**config.mk**
```make
export PLATFORM = sky130hd
export DESIGN_NAME = irq_ctrl
export DESIGN_NICKNAME = d
export VERILOG_FILES = /design/src/rtl/irq_ctrl.sv
export SDC_FILE = /design/constraint.sdc
export NUM_CORES = 1
export LEC_CHECK = 0
export CAP_MARGIN = 20
export CORE_ASPECT_RATIO = 0.8
export CORE_MARGIN = 5
export CORE_UTILIZATION = 47
export CTS_CLUSTER_SIZE = 10
export DETAILED_ROUTE_END_ITERATION = 10
export GPL_ROUTABILITY_DRIVEN = 0
export PLACE_DENSITY = 0.8
export SKIP_LAST_GASP = 1
export SLEW_MARGIN = 5
export SYNTH_ARGS = -nofsm -noshare
export SYNTH_HDL_FRONTEND = slang
export SYNTH_SLANG_ARGS = --single-unit
export TNS_END_PERCENT = 1
```
**constraint.sdc**
```tcl
create_clock -name clk -period 2.4 [get_ports clk]
set_input_delay 0.24 -clock clk [delete_from_list [all_inputs] [get_ports clk]]
set_output_delay 0.24 -clock clk [all_outputs]
set_load 0.05 [all_outputs]
```
**src/rtl/irq_ctrl.sv**
```systemverilog
// -----------------------------------------------------------------------------
// irq_ctrl : parametrised interrupt controller in front of the MIPS core.
//
// Synchronises NUM_IRQ asynchronous request lines, latches them as edge- or
// level-mode pending bits, masks them per channel, and arbitrates by fixed
// priority (channel 0 highest). The winner is presented as irq_o / irq_id.
// In-service channels are tracked across the take (irq_ack) / return (irq_rti)
// pulses. Software configures the block through an 8-word register port.
//
// Optional feature macro: IRQ_CTRL_NEST_EN
//   defined   : a higher-priority channel may preempt one already in service.
//   undefined : a new interrupt is only presented while nothing is in service.
//
// Ports
//   clk        in   system clock, rising edge
//   reset      in   synchronous active-low reset
//   irq_in     in   [NUM_IRQ] asynchronous request lines
//   irq_o      out  request to pipeline exception logic
//   irq_id     out  [ID_W] winning channel, 0 when irq_o==0
//   irq_ack    in   pulse: pipeline took the interrupt shown on irq_id
//   irq_rti    in   pulse: return-from-interrupt retired
//   reg_addr   in   [3] register word address
//   reg_we     in   register write strobe
//   reg_wdata  in   [32] register write data
//   reg_rdata  out  [32] register read data (combinational from reg_addr)
//
// Register map: 0 CTRL(bit0 GE) 1 MASK 2 MODE(1=edge) 3 PEND(W1C, edge only)
//               4 INSRV(ro) 5 VEC(ro, last acked id) 6,7 read 0
// -----------------------------------------------------------------------------
module irq_ctrl #(
  parameter int NUM_IRQ     = 8,
  parameter int ID_W        = 3,
  parameter int SYNC_STAGES = 2
) (
  input  logic               clk,
  input  logic               reset,
  input  logic [NUM_IRQ-1:0] irq_in,
  output logic               irq_o,
  output logic [ID_W-1:0]    irq_id,
  input  logic               irq_ack,
  input  logic               irq_rti,
  input  logic [2:0]         reg_addr,
  input  logic               reg_we,
  input  logic [31:0]        reg_wdata,
  output logic [31:0]        reg_rdata
);

  logic [NUM_IRQ-1:0] sync_q [SYNC_STAGES];
  logic [NUM_IRQ-1:0] s_prev_q;
  logic               ge_q,    ge_d;
  logic [NUM_IRQ-1:0] mask_q,  mask_d;
  logic [NUM_IRQ-1:0] mode_q,  mode_d;
  logic [NUM_IRQ-1:0] pend_q,  pend_d;
  logic [NUM_IRQ-1:0] insrv_q, insrv_d;
  logic [ID_W-1:0]    vec_q,   vec_d;

  logic [NUM_IRQ-1:0] s, rise, cand, win_oh, top_oh, w1c, ack_clr, rti_clr;
  logic [NUM_IRQ-1:0] wdata_n, edge_next;
  logic [ID_W-1:0]    win_id;
  logic               allowed, take;
  logic               unused_wdata;

  assign s            = sync_q[SYNC_STAGES-1];
  assign wdata_n      = reg_wdata[NUM_IRQ-1:0];
  assign unused_wdata = ^reg_wdata;

  // ---------------------------------------------------------------------------
  // Arbitration. x & (~x + 1) isolates the lowest set bit, i.e. the
  // highest-priority channel. Because both operands are one-hot, comparing
  // them as unsigned numbers is the same as comparing channel indices.
  // ---------------------------------------------------------------------------
  assign cand   = pend_q & mask_q;
  assign win_oh = cand & (~cand + NUM_IRQ'(1));
  assign top_oh = insrv_q & (~insrv_q + NUM_IRQ'(1));

`ifdef IRQ_CTRL_NEST_EN
  assign allowed = (insrv_q == '0) || (win_oh < top_oh);
`else
  assign allowed = (insrv_q == '0);
`endif

  assign irq_o = ge_q & (cand != '0) & allowed;

  always_comb begin
    win_id = '0;
    for (int i = 0; i < NUM_IRQ; i++) begin
      if (win_oh[i]) win_id = ID_W'(i);
    end
  end

  assign irq_id = irq_o ? win_id : '0;

  // ---------------------------------------------------------------------------
  // Take/return handshake: irq_ack is only honoured while irq_o is high (the
  // pipeline takes what it sees on irq_id); irq_rti retires the
  // highest-priority in-service channel. When both pulse together the return
  // is applied to the pre-ack INSRV and the take is OR-ed in afterwards.
  // ---------------------------------------------------------------------------
  assign take    = irq_ack & irq_o;
  assign rise    = s & ~s_prev_q;
  assign w1c     = (reg_we && reg_addr == 3'd3) ? wdata_n : '0;
  assign ack_clr = take ? win_oh : '0;
  assign rti_clr = irq_rti ? top_oh : '0;

  // A new edge in the same cycle as a clear wins, so no request is lost.
  assign edge_next = rise | (pend_q & ~(w1c | ack_clr));

  always_comb begin
    ge_d    = ge_q;
    mask_d  = mask_q;
    mode_d  = mode_q;
    if (reg_we && reg_addr == 3'd0) ge_d   = reg_wdata[0];
    if (reg_we && reg_addr == 3'd1) mask_d = wdata_n;
    if (reg_we && reg_addr == 3'd2) mode_d = wdata_n;
    // Level channels simply register the synchronised line.
    pend_d  = (mode_q & edge_next) | (~mode_q & s);
    insrv_d = (insrv_q & ~rti_clr) | (take ? win_oh : '0);
    vec_d   = take ? irq_id : vec_q;
  end

  always_ff @(posedge clk) begin
    if (!reset) begin
      for (int k = 0; k < SYNC_STAGES; k++) sync_q[k] <= '0;
      s_prev_q <= '0;
      ge_q     <= 1'b0;
      mask_q   <= '0;
      mode_q   <= '1;
      pend_q   <= '0;
      insrv_q  <= '0;
      vec_q    <= '0;
    end else begin
      sync_q[0] <= irq_in;
      for (int k = 1; k < SYNC_STAGES; k++) sync_q[k] <= sync_q[k-1];
      // Edge history tracks s in every mode, so a level->edge switch on a
      // line that is already high does not see a spurious edge.
      s_prev_q <= s;
      ge_q     <= ge_d;
      mask_q   <= mask_d;
      mode_q   <= mode_d;
      pend_q   <= pend_d;
      insrv_q  <= insrv_d;
      vec_q    <= vec_d;
    end
  end

  always_comb begin
    reg_rdata = '0;
    case (reg_addr)
      3'd0:    reg_rdata = 32'(ge_q);
      3'd1:    reg_rdata = 32'(mask_q);
      3'd2:    reg_rdata = 32'(mode_q);
      3'd3:    reg_rdata = 32'(pend_q);
      3'd4:    reg_rdata = 32'(insrv_q);
      3'd5:    reg_rdata = 32'(vec_q);
      default: reg_rdata = '0;
    endcase
  end

endmodule

```
* Word-level counts from Yosys, hierarchy flattened
Memories as Yosys holds them, arrays and structs flattened.
Index checks and enable logic that the tools add are counted.
** Cells by class
- Add/sub/neg operators :: 2
- Equality and inequality tests :: 5
- Multiplexer cells :: 16
- Bitwise gates (word level) :: 23
- Reduce and logical (&&, ||, !) cells :: 7
** Operators with widths (number)
- AND 8 bit :: 8
- NOT 8 bit :: 6
- one-hot mux 8 bit (6 select lines) :: 1
- 2-to-1 mux 8 bit :: 5
- OR 8 bit :: 4
- 2-to-1 mux 3 bit :: 7
- adder 8 x 1 -> 8 bit (second input constant) :: 2
- zero test 8 bit :: 1
- nonzero test 8 bit :: 1
- == test 3 x 2 -> 1 bit (second input constant) :: 2
- == test 3 bit (second input constant) :: 2
- logical AND 1 bit :: 4
- AND 1 bit :: 3
- == test 3 x 1 -> 1 bit (second input constant) :: 1
- zero test 3 bit :: 1
- 2-to-1 mux 1 bit :: 3
- OR 1 bit :: 2
** Storage, ports and cells
- Flip-flop bits (word level) :: 44
- Memory bits (writable) :: 16
- Input port bits :: 48
- Output and inout port bits :: 36
- Word-level logic and storage cells :: 61
- Memories :: 1
** Memories
- sync_q :: words 2, bits a word 8, rd ports 2, clocked after Yosys merged registers in 0, write ports 2, line 48 : logic [NUM_IRQ-1:0] sync_q [SYNC_STAGES];

* Logic depth before layout (Yosys ltp)
Gate-level depths: netlist of the first run.
- Depth in word-level cells :: 12
- Depth in mapped cells :: 6

* Worst setup path before layout of the first run
OpenSTA, ideal clock, no wires.
- Kind :: in2out
- Start point :: input reg_addr[0]
- End point :: output reg_rdata[3]
- Arrival :: 2.055 ns
- Data required time :: 2.160 ns
- Path slack :: 0.105 ns
- Stages on the path :: 4
- Path buffers :: 2
- Cell sequence :: clkbuf_1 > buf_1 > a22oi_1 > o21ai_0
** Between the ends
- Longest elaborated chain between the ends :: 2
- Elaborated cells between the ends (all ways) :: 7
- Those cells by class :: eq/ne: 5; mux: 1; reduce/logical: 1
** Ends and longest elaborated chain
- start, declared :: line 42 : input logic [2:0] reg_addr,
- == test 3 bit (tied with other cells) :: line 148 : case (reg_addr)
- one-hot mux 8 bit (6 select lines) * :: line 148
- end, declared :: line 45 : output logic [31:0] reg_rdata
Mark *: on every way between the ends. The rest lies on a longest branch, timed or not.

* Worst setup path in the final report of the first run
- Start point :: input reg_addr[1]
- End point :: output reg_rdata[3]
The elaborated chain is that of the path after synthesis.

==> summary.txt, run 1 <==
Nets: 397
Avg Inst Size Synth: 8.90 um^2
# fillers: 499
Leak: 1.36 nW
Die Y: 78.3 um
critical path startpoint category: primary input
# setup viols final: 0
Final Power: 2.35 mW
CTS buffer count: 9
CP endpoint: reg_rdata[3]
reg-to-reg endpoint: pend_q[5]$_SDFF_PN0_
via count: 2291
number of top-level pins: 84
Max Cap Viol: 0
critical path type: in2out
htree depth: 3
Post-DP HPWL: 4.56 mm
PD cells: 687 nW/um^2
cells on worst reg2reg path: 4
Die ar.: 7470 um^2
post-CTS sizing: 0
sequential area share after synthesis: 43.8%
Mapped Cells: 308
via density per instance: 5.30
Worst Path Required: 2.16 ns
ANT cells: 0
CP Capture Type: output port
post-route insts no fill: 432
Area after DPL: 3190 um^2
clock-pin slew on the worst setup and hold paths: 0.06 ns
DR iter-0 viols: 195
routed len/inst: 14.6 um
Critical Path AT: 2.04 ns
# hold bufs at CTS: 0
largest net degree at the start of global routing: 61
Routed Antenna Nets: 0
CORE AREA: 5560 um^2
Post-CTS Setup Bufs: 0
share of post-route cells with drive strength above 1: 12.1%
worst hold path class: reg2reg
flop2flop setup slack: 0.53 ns
die width: 95.4 um
CTS sink cnt: 60
Slew Limit Fails: 0
Root Driver: clkbuf_8
final hold violations: 0
wire length of the first global-routing pass: 9.98 mm
RSZ-0062 raised after global routing: no
vias in the first global route: 2047
number of iterations in the first detailed-routing pass: 4
worst skew pair latency: 0.34 ns
Area growth, synth to finish: 24.5%
worst setup path start: reg_addr[1]
FF-to-FF Start: pend_q[0]$_SDFF_PN0_
initial antenna violation count: 0
Clock Tree Buf Depth: 2
setup tns final: 0 ns
run status: complete, no violations
CP max FO: 11
placed cell count: 416
Seq cells post-synth: 60
Worst VDD drop: 395 uV
GRT Resource Usage Total: 17.5%
number of port buffers: 35
Cell variety after synth: 36
final critical-path share of the clock period: 95.0%
area taken by multi-input logic gates: 1390 um^2
CTS tree: done
Initial Util: 49.3%
DRC: 0
global route overflow: 0
Final Cell Area: 3410 um^2
Max Freq: 439 MHz
drt total wl: 6.32 mm
# rows: 24
Post-Syn Area: 2740 um^2
synth warn: 0
FF+latch area: 1200 um^2
Tmin final: 2.28 ns
Worst Skew: 0.00791 ns
## cells by family (layout without fill, tap and decap cells)
kind of cell           count (synthesis)  after routing  share of synthesized area [%]
flip-flops                            60             60                           43.8
AO/OA/AOI/OAI                         58             58                           14.7
multiplexers                          19             19                           7.80
other                                  1             24                          0.137
AND/OR/NAND/NOR                      129            129                           24.6
buffers and inverters                 41             64                           8.90
## synthesized netlist by cell type
cell / instances / area share (%)
mux2_2: 6 / 2.5
nand2_1: 40 / 5.5
nand4_1: 4 / 0.91
nor2b_1: 14 / 3.2
nand3b_1: 2 / 0.55
a222oi_1: 1 / 0.37
and2_1: 24 / 5.5
o21ai_0: 8 / 1.5
or3_1: 2 / 0.46
nand2b_1: 4 / 0.91
and3b_1: 1 / 0.32
nor4bb_1: 2 / 0.73
nand3_1: 25 / 4.6
nor2_1: 6 / 0.82
buf_4: 24 / 6.6
o211ai_1: 2 / 0.55
o21a_1: 1 / 0.27
inv_1: 3 / 0.41
o32ai_1: 1 / 0.32
a22o_1: 10 / 3.2
a21boi_0: 8 / 2.2
a21boi_1: 1 / 0.27
a21oi_1: 11 / 2.0
clkbuf_1: 12 / 1.6
mux4_1: 1 / 0.96
dfxtp_1: 60 / 44
mux2i_1: 12 / 4.4
o221ai_1: 1 / 0.32
o31ai_1: 2 / 0.55
nor3_1: 2 / 0.37
o22ai_1: 2 / 0.46
and3_1: 1 / 0.23
buf_1: 2 / 0.27
nor4b_1: 2 / 0.64
conb_1: 1 / 0.14
a22oi_1: 10 / 2.7
## layer usage
layer	share of wire, %	up-vias	global-route usage, %
met5	0	-	0
met4	0.60	0	5.82
met3	8.1	6	8.13
met2	44	75	24.9
met1	47	1096	23.4
li1	-	1114	-
## state kept, by name (all words and copies together) (netlist names)
signal    count
s_prev_q      8
mask_q        8
sync_q       16
vec_q         3
ge_q          1
pend_q        8
mode_q        8
insrv_q       8
## critical path, stage by stage
cell and delay, ns:
clkdlybuf4s50_1 0.77, mux2_2 0.39, a22oi_1 0.25, o21ai_0 0.20, buf_12 0.19
## cell type report
cell class,count,share of cell area [%]
Timing Repair Buffer,45,14.5
Tap cell,78,2.86
Clock buffer,12,4.25
Sequential cell,60,35.2
Clock inverter,4,2.13
Multi-Input combinational cell,230,40.7
Inverter,3,0.330
## stage by stage
stage	setup WS, ns	hold WS, ns	utilization [%]
after floorplan	0.105	0.362	-
after global placement	0.190	0.413	57.5
after detailed placement	0.157	0.421	57.5
after CTS	0.151	0.437	61.4
after global routing	0.0211	0.444	61.4
final	0.120	0.433	61.4
## placed cells by master (no fill, tap or decap), types with 4 or more instances in the layout
cell / n
mux2_2: 6
clkbuf_8: 10
and2_1: 24
nand3_1: 25
nand2b_1: 4
conb_1: 24
nand4_1: 4
o21ai_0: 8
nor2_1: 6
buf_4: 14
dfxtp_1: 60
a21oi_1: 11
a22oi_1: 10
clkdlybuf4s50_1: 23
nand2_1: 40
mux2i_1: 12
buf_12: 8
a22o_1: 10
a21boi_0: 8
nor2b_1: 14
## power by group
part	internal [mW]	switching, mW
sequential	1.03	0.0236
clock	0.612	0.379
combinational	0.115	0.189
## worst min path at each step
stage | startpoint | to | slack [ns] | cells after the start
finish | sync_q[0][0]$_SDFF_PN0_ | sync_q[0][8]$_SDFF_PN0_ | 0.43 | 1
global route | sync_q[0][0]$_SDFF_PN0_ | sync_q[0][8]$_SDFF_PN0_ | 0.44 | 1
CTS | sync_q[0][0]$_SDFF_PN0_ | sync_q[0][8]$_SDFF_PN0_ | 0.44 | 1
detailed placement | sync_q[0][0]$_SDFF_PN0_ | sync_q[0][8]$_SDFF_PN0_ | 0.42 | 1
global placement | sync_q[0][6]$_SDFF_PN0_ | sync_q[0][14]$_SDFF_PN0_ | 0.41 | 1
floorplan | irq_in[5] | sync_q[0][5]$_SDFF_PN0_ | 0.36 | 1
(Power assumes the default switching activity.)
==> inputs of run 2 (changes only) <==
Settings changed: RECOVER_POWER set to 100.
==> run 2 against run 1 <==
  * Non-clock buffer count unchanged
  * Clock skew is 0.0013 ns lower
  * Cell area fell by 1.2%
  * Clock power about the same
  * First-iteration DRC count down 5.1%
  * Count of clock-buffer cells in the layout unchanged
  * Critical path depth grew 1
  * Critical path type unchanged
  * Critical endpoint is now reg_rdata[2]
==> summary.txt, run 2 (synthesized netlist as in run 1, its figures left out) <==
run status: complete, no violations
Final Cell Area: 3370 um^2
ANT cells: 0
Max Cap Viol: 0
Largest register FFs: 16
Slew Limit Fails: 0
PnR worst setup slack: 0.105 ns
CTS tree: done
Nets: 397
die width: 95.4 um
Critical Path AT: 2.06 ns
initial antenna violation count: 0
Worst Skew: 0.00657 ns
via count: 2279
Post-DP HPWL: 4.56 mm
# fillers: 506
Clock Tree Buf Depth: 2
PD cells: 695 nW/um^2
Routed Antenna Nets: 0
number of iterations in the first detailed-routing pass: 4
min-delay src: sync_q[0][0]$_SDFF_PN0_
Worst VDD drop: 393 uV
crit-path most repeated cell: buf_12
DR iter-0 viols: 185
number of port buffers: 35
drt total wl: 6.34 mm
post-CTS sizing: 0
wire length of the first global-routing pass: 9.98 mm
final hold violations: 0
setup tns final: 0 ns
worst skew pair latency: 0.35 ns
commonest cells after routing, fill and taps aside: 60 x dfxtp_1, 40 x nand2_1, 25 x nand3_1, 24 x conb_1, 21 x clkdlybuf4s50_1
routed len/inst: 14.7 um
Leak: 1.32 nW
Area growth, synth to finish: 22.9%
worst hold path class: reg2reg
CORE AREA: 5560 um^2
CP Capture Type: output port
pre-CTS WS: 0.157 ns
Die Y: 78.3 um
RSZ-0062 raised after global routing: no
CTS sink cnt: 60
Worst Path Required: 2.16 ns
critical path's largest stage delay: 0.72 ns
# hold bufs at CTS: 0
most common cell after layout, fill and taps aside: dfxtp_1
Worst-Margin Slew: 0.953 ns
worst setup path start: reg_addr[0]
Area after DPL: 3190 um^2
Post-CTS Setup Bufs: 0
hold slack: 0.433 ns
Max transition margin: 36.4%
DRC: 0
Initial Util: 49.3%
Root Driver: clkbuf_8
number of top-level pins: 84
Crit-path slowest cell: dlygate4sd3_1
largest net degree at the start of global routing: 61
GRT Resource Usage Total: 17.5%
share of post-route cells with drive strength above 1: 10.5%
crit path cell chain: dlygate4sd3_1 -> buf_12 -> mux2_2 -> a22oi_1 -> o22ai_1 -> buf_12
Die ar.: 7470 um^2
placed cell count: 416
Biggest register: sync_q
# rows: 24
final critical-path share of the clock period: 95.6%
critical path startpoint category: primary input
Post-Route Utilization: 60.7%
post-route insts no fill: 432
Final Power: 2.34 mW
via density per instance: 5.28
htree depth: 3
vias in the first global route: 2047
clock-pin slew on the worst setup and hold paths: 0.06 ns
Max Freq: 436 MHz
CP max FO: 17
critical path type: in2out
global route overflow: 0
FF-to-FF Start: pend_q[0]$_SDFF_PN0_
# setup viols final: 0
Tmin final: 2.30 ns
CTS buffer count: 9
[run 2: where the power goes]
part           switching [mW]  total, mW  internal (mW)
clock network           0.381      0.993          0.611
logic                   0.188      0.298          0.109
registers              0.0236       1.05           1.03
[run 2: worst max-delay path, delay by kind of cell]
family          cells  cell delay, ns
compound gates      2            0.38
mux                 1            0.33
buf+inv             3            1.09
[run 2: final timing paths]
| check | to | slack, ns | cells past startpoint |
|---|---|---|---|
| max | reg_rdata[2] | 0.10 | 6 |
| min | sync_q[0][8]$_SDFF_PN0_ | 0.43 | 1 |
| min reg2reg | sync_q[0][8]$_SDFF_PN0_ | 0.43 | 1 |
| max reg2reg | pend_q[5]$_SDFF_PN0_ | 0.51 | 4 |
[run 2: cell type report]
type	instances	area (um^2)	share of cell area [%]
clock buffer	12	145	4.31
clock inverter	4	72.6	2.15
inverter	3	11.3	0.334
multi-input combinational	230	1380	41.0
sequential	60	1200	35.6
tap	78	97.6	2.90
timing repair buffer	45	459	13.6
[run 2: layer usage]
metal / global-route usage, % / vias up / wire length (um)
li1: - / 1116 / -
met1: 23.4 / 1069 / 2910
met2: 24.9 / 81 / 2790
met3: 8.13 / 13 / 527
met4: 5.82 / 0 / 114
met5: 0 / - / 0
==> inputs of run 3 (changes only) <==
Settings changed: GPL_TIMING_DRIVEN set to 0.
==> run 3 against run 2 <==
  * Count of clock-buffer cells in the layout decreased by 2
  * Power increased by 1.7%
  * Critical endpoint is now reg_rdata[3]
  * Critical path type unchanged
  * Cell count increased by 6.0%
  * Largest cell class unchanged
  * Largest power group unchanged
  * Non-clock buffer count increased by 26
==> summary.txt, run 3 (synthesized netlist as in run 1, its figures left out) <==
run status: complete, no violations
# hold bufs at CTS: 0
Post-CTS Setup Bufs: 0
PD cells: 685 nW/um^2
worst skew pair latency: 0.34 ns
CP Capture Type: output port
setup tns final: 0 ns
reg-to-reg endpoint: pend_q[5]$_SDFF_PN0_
Crit-path slowest cell: clkdlybuf4s50_1
Largest register FFs: 16
htree depth: 3
CP top delay family: buffers and inverters
number of port buffers: 35
post-route insts no fill: 458
WHS Path Cells: 1
Nets: 423
Max Freq: 420 MHz
Clock Tree Buf Depth: 2
CORE AREA: 5560 um^2
via density per instance: 5.17
final hold violations: 0
initial antenna violation count: 0
largest net degree at the start of global routing: 12
critical path type: in2out
hold slack: 0.430 ns
Worst Skew: 0.00721 ns
number of top-level pins: 84
CTS buffer count: 9
CTS tree: done
Die Y: 78.3 um
Worst Path Required: 2.16 ns
Critical Path AT: 2.14 ns
Routed Antenna Nets: 0
CTS sink cnt: 60
final critical-path share of the clock period: 99.1%
placed cell count: 444
clock-pin slew on the worst setup and hold paths: 0.07 ns
routed len/inst: 15.0 um
via count: 2367
Biggest register: sync_q
Initial Util: 49.3%
Root Driver: clkbuf_8
Final Power: 2.38 mW
Post-DP HPWL: 5.11 mm
critical path's largest stage delay: 0.54 ns
cells on worst reg2reg path: 4
min-delay src: sync_q[0][5]$_SDFF_PN0_
drt total wl: 6.86 mm
number of iterations in the first detailed-routing pass: 6
Worst VDD drop: 511 uV
ANT cells: 0
RSZ-0062 raised after global routing: yes
flop2flop setup slack: 0.26 ns
wire length of the first global-routing pass: 11.1 mm
Slew Limit Fails: 0
FF-to-FF Start: pend_q[0]$_SDFF_PN0_
Area growth, synth to finish: 26.8%
Die ar.: 7470 um^2
# setup viols final: 0
global route overflow: 0
FF+latch area: 1200 um^2
Worst-Margin Slew: 0.661 ns
worst hold path class: reg2reg
# rows: 24
Hold EP: sync_q[0][13]$_SDFF_PN0_
commonest cells after routing, fill and taps aside: 60 x dfxtp_1, 40 x nand2_1, 25 x nand3_1, 24 x buf_4, 24 x conb_1
Leak: 1.42 nW
CP max FO: 10
die width: 95.4 um
Max transition margin: 56.0%
vias in the first global route: 2267
DR iter-0 viols: 262
share of post-route cells with drive strength above 1: 15.8%
Tmin final: 2.38 ns
area taken by multi-input logic gates: 1390 um^2
most common cell after layout, fill and taps aside: dfxtp_1
crit path cell chain: clkdlybuf4s50_1 -> clkbuf_2 -> mux2_2 -> a22oi_1 -> o21ai_0 -> clkdlybuf4s15_2
# fillers: 471
DRC: 0
GRT Resource Usage Total: 19.3%
CP Buf/Inv Count: 3
Max Cap Viol: 0
critical path startpoint category: primary input
-- run 3: changes by cell type in the layout (fill, tap and decap cells not counted), moves of 2 or more --
| cell | before | now |
|---|---|---|
| buf_4 | 8 | 24 |
| buf_12 | 7 | 0 |
| clkdlybuf4s15_2 | 0 | 5 |
| clkbuf_1 | 7 | 11 |
| clkbuf_2 | 2 | 6 |
| and2_0 | 11 | 14 |
| and2_1 | 13 | 10 |
| clkinv_4 | 0 | 2 |
| dlygate4sd2_1 | 0 | 2 |
-- run 3: metal layers --
layer,up-vias,GRT usage [%],share of wire [%]
li1,1167,-,-
met1,1087,26.0,46
met2,105,28.8,44
met3,8,6.21,9.7
met4,0,7.24,0.98
met5,-,0,0
-- run 3: layout make-up --
type | count | share of cell area, %
Tap cell | 78 | 2.81
Clock inverter | 6 | 2.52
Timing Repair Buffer | 35 | 9.29
Clock buffer | 10 | 3.96
Multi-Input combinational cell | 230 | 40.0
Inverter | 3 | 0.324
Buffer | 36 | 6.55
Sequential cell | 60 | 34.6
-- run 3: per-stage QoR --
step / setup WS [ns] / cell area, um^2 / util, %
2_1_floorplan: 0.105 / 2830 / -
5_1_grt: -0.0715 / 3480 / 62.6
3_5_place_dp: -0.751 / 3280 / 59.0
6_report: 0.0210 / 3480 / 62.6
3_3_place_gp: -0.719 / 3280 / 59.0
4_1_cts: -0.117 / 3500 / 63.0
-- run 3: what timing repair did --
| action | in CTS | in global routing |
|---|---|---|
| pin swaps | 0 | 0 |
| hold endpoints to repair | 0 | 0 |
| cloned | 0 | 0 |
| gates resized for setup | 33 | 12 |
| setup endpoints to repair | 12 | 11 |
-- run 3: report_power, final --
group / leakage (nW) / total, mW / internal (mW) / switching, mW
clock network: 0.116 / 1.02 / 0.612 / 0.403
logic: 0.816 / 0.315 / 0.120 / 0.196
registers: 0.490 / 1.05 / 1.03 / 0.0233
-- run 3: worst max path at each step --
stage | startpoint | to | slack [ns] | cells after the start
3_3_place_gp | reg_addr[0] | reg_rdata[0] | -0.72 | 7
6_report | reg_addr[1] | reg_rdata[3] | 0.02 | 6
2_1_floorplan | reg_addr[0] | reg_rdata[3] | 0.10 | 4
4_1_cts | insrv_q[3]$_SDFF_PN0_ | irq_id[0] | -0.12 | 6
5_1_grt | reg_addr[1] | reg_rdata[6] | -0.07 | 7
3_5_place_dp | reg_addr[0] | reg_rdata[0] | -0.75 | 7
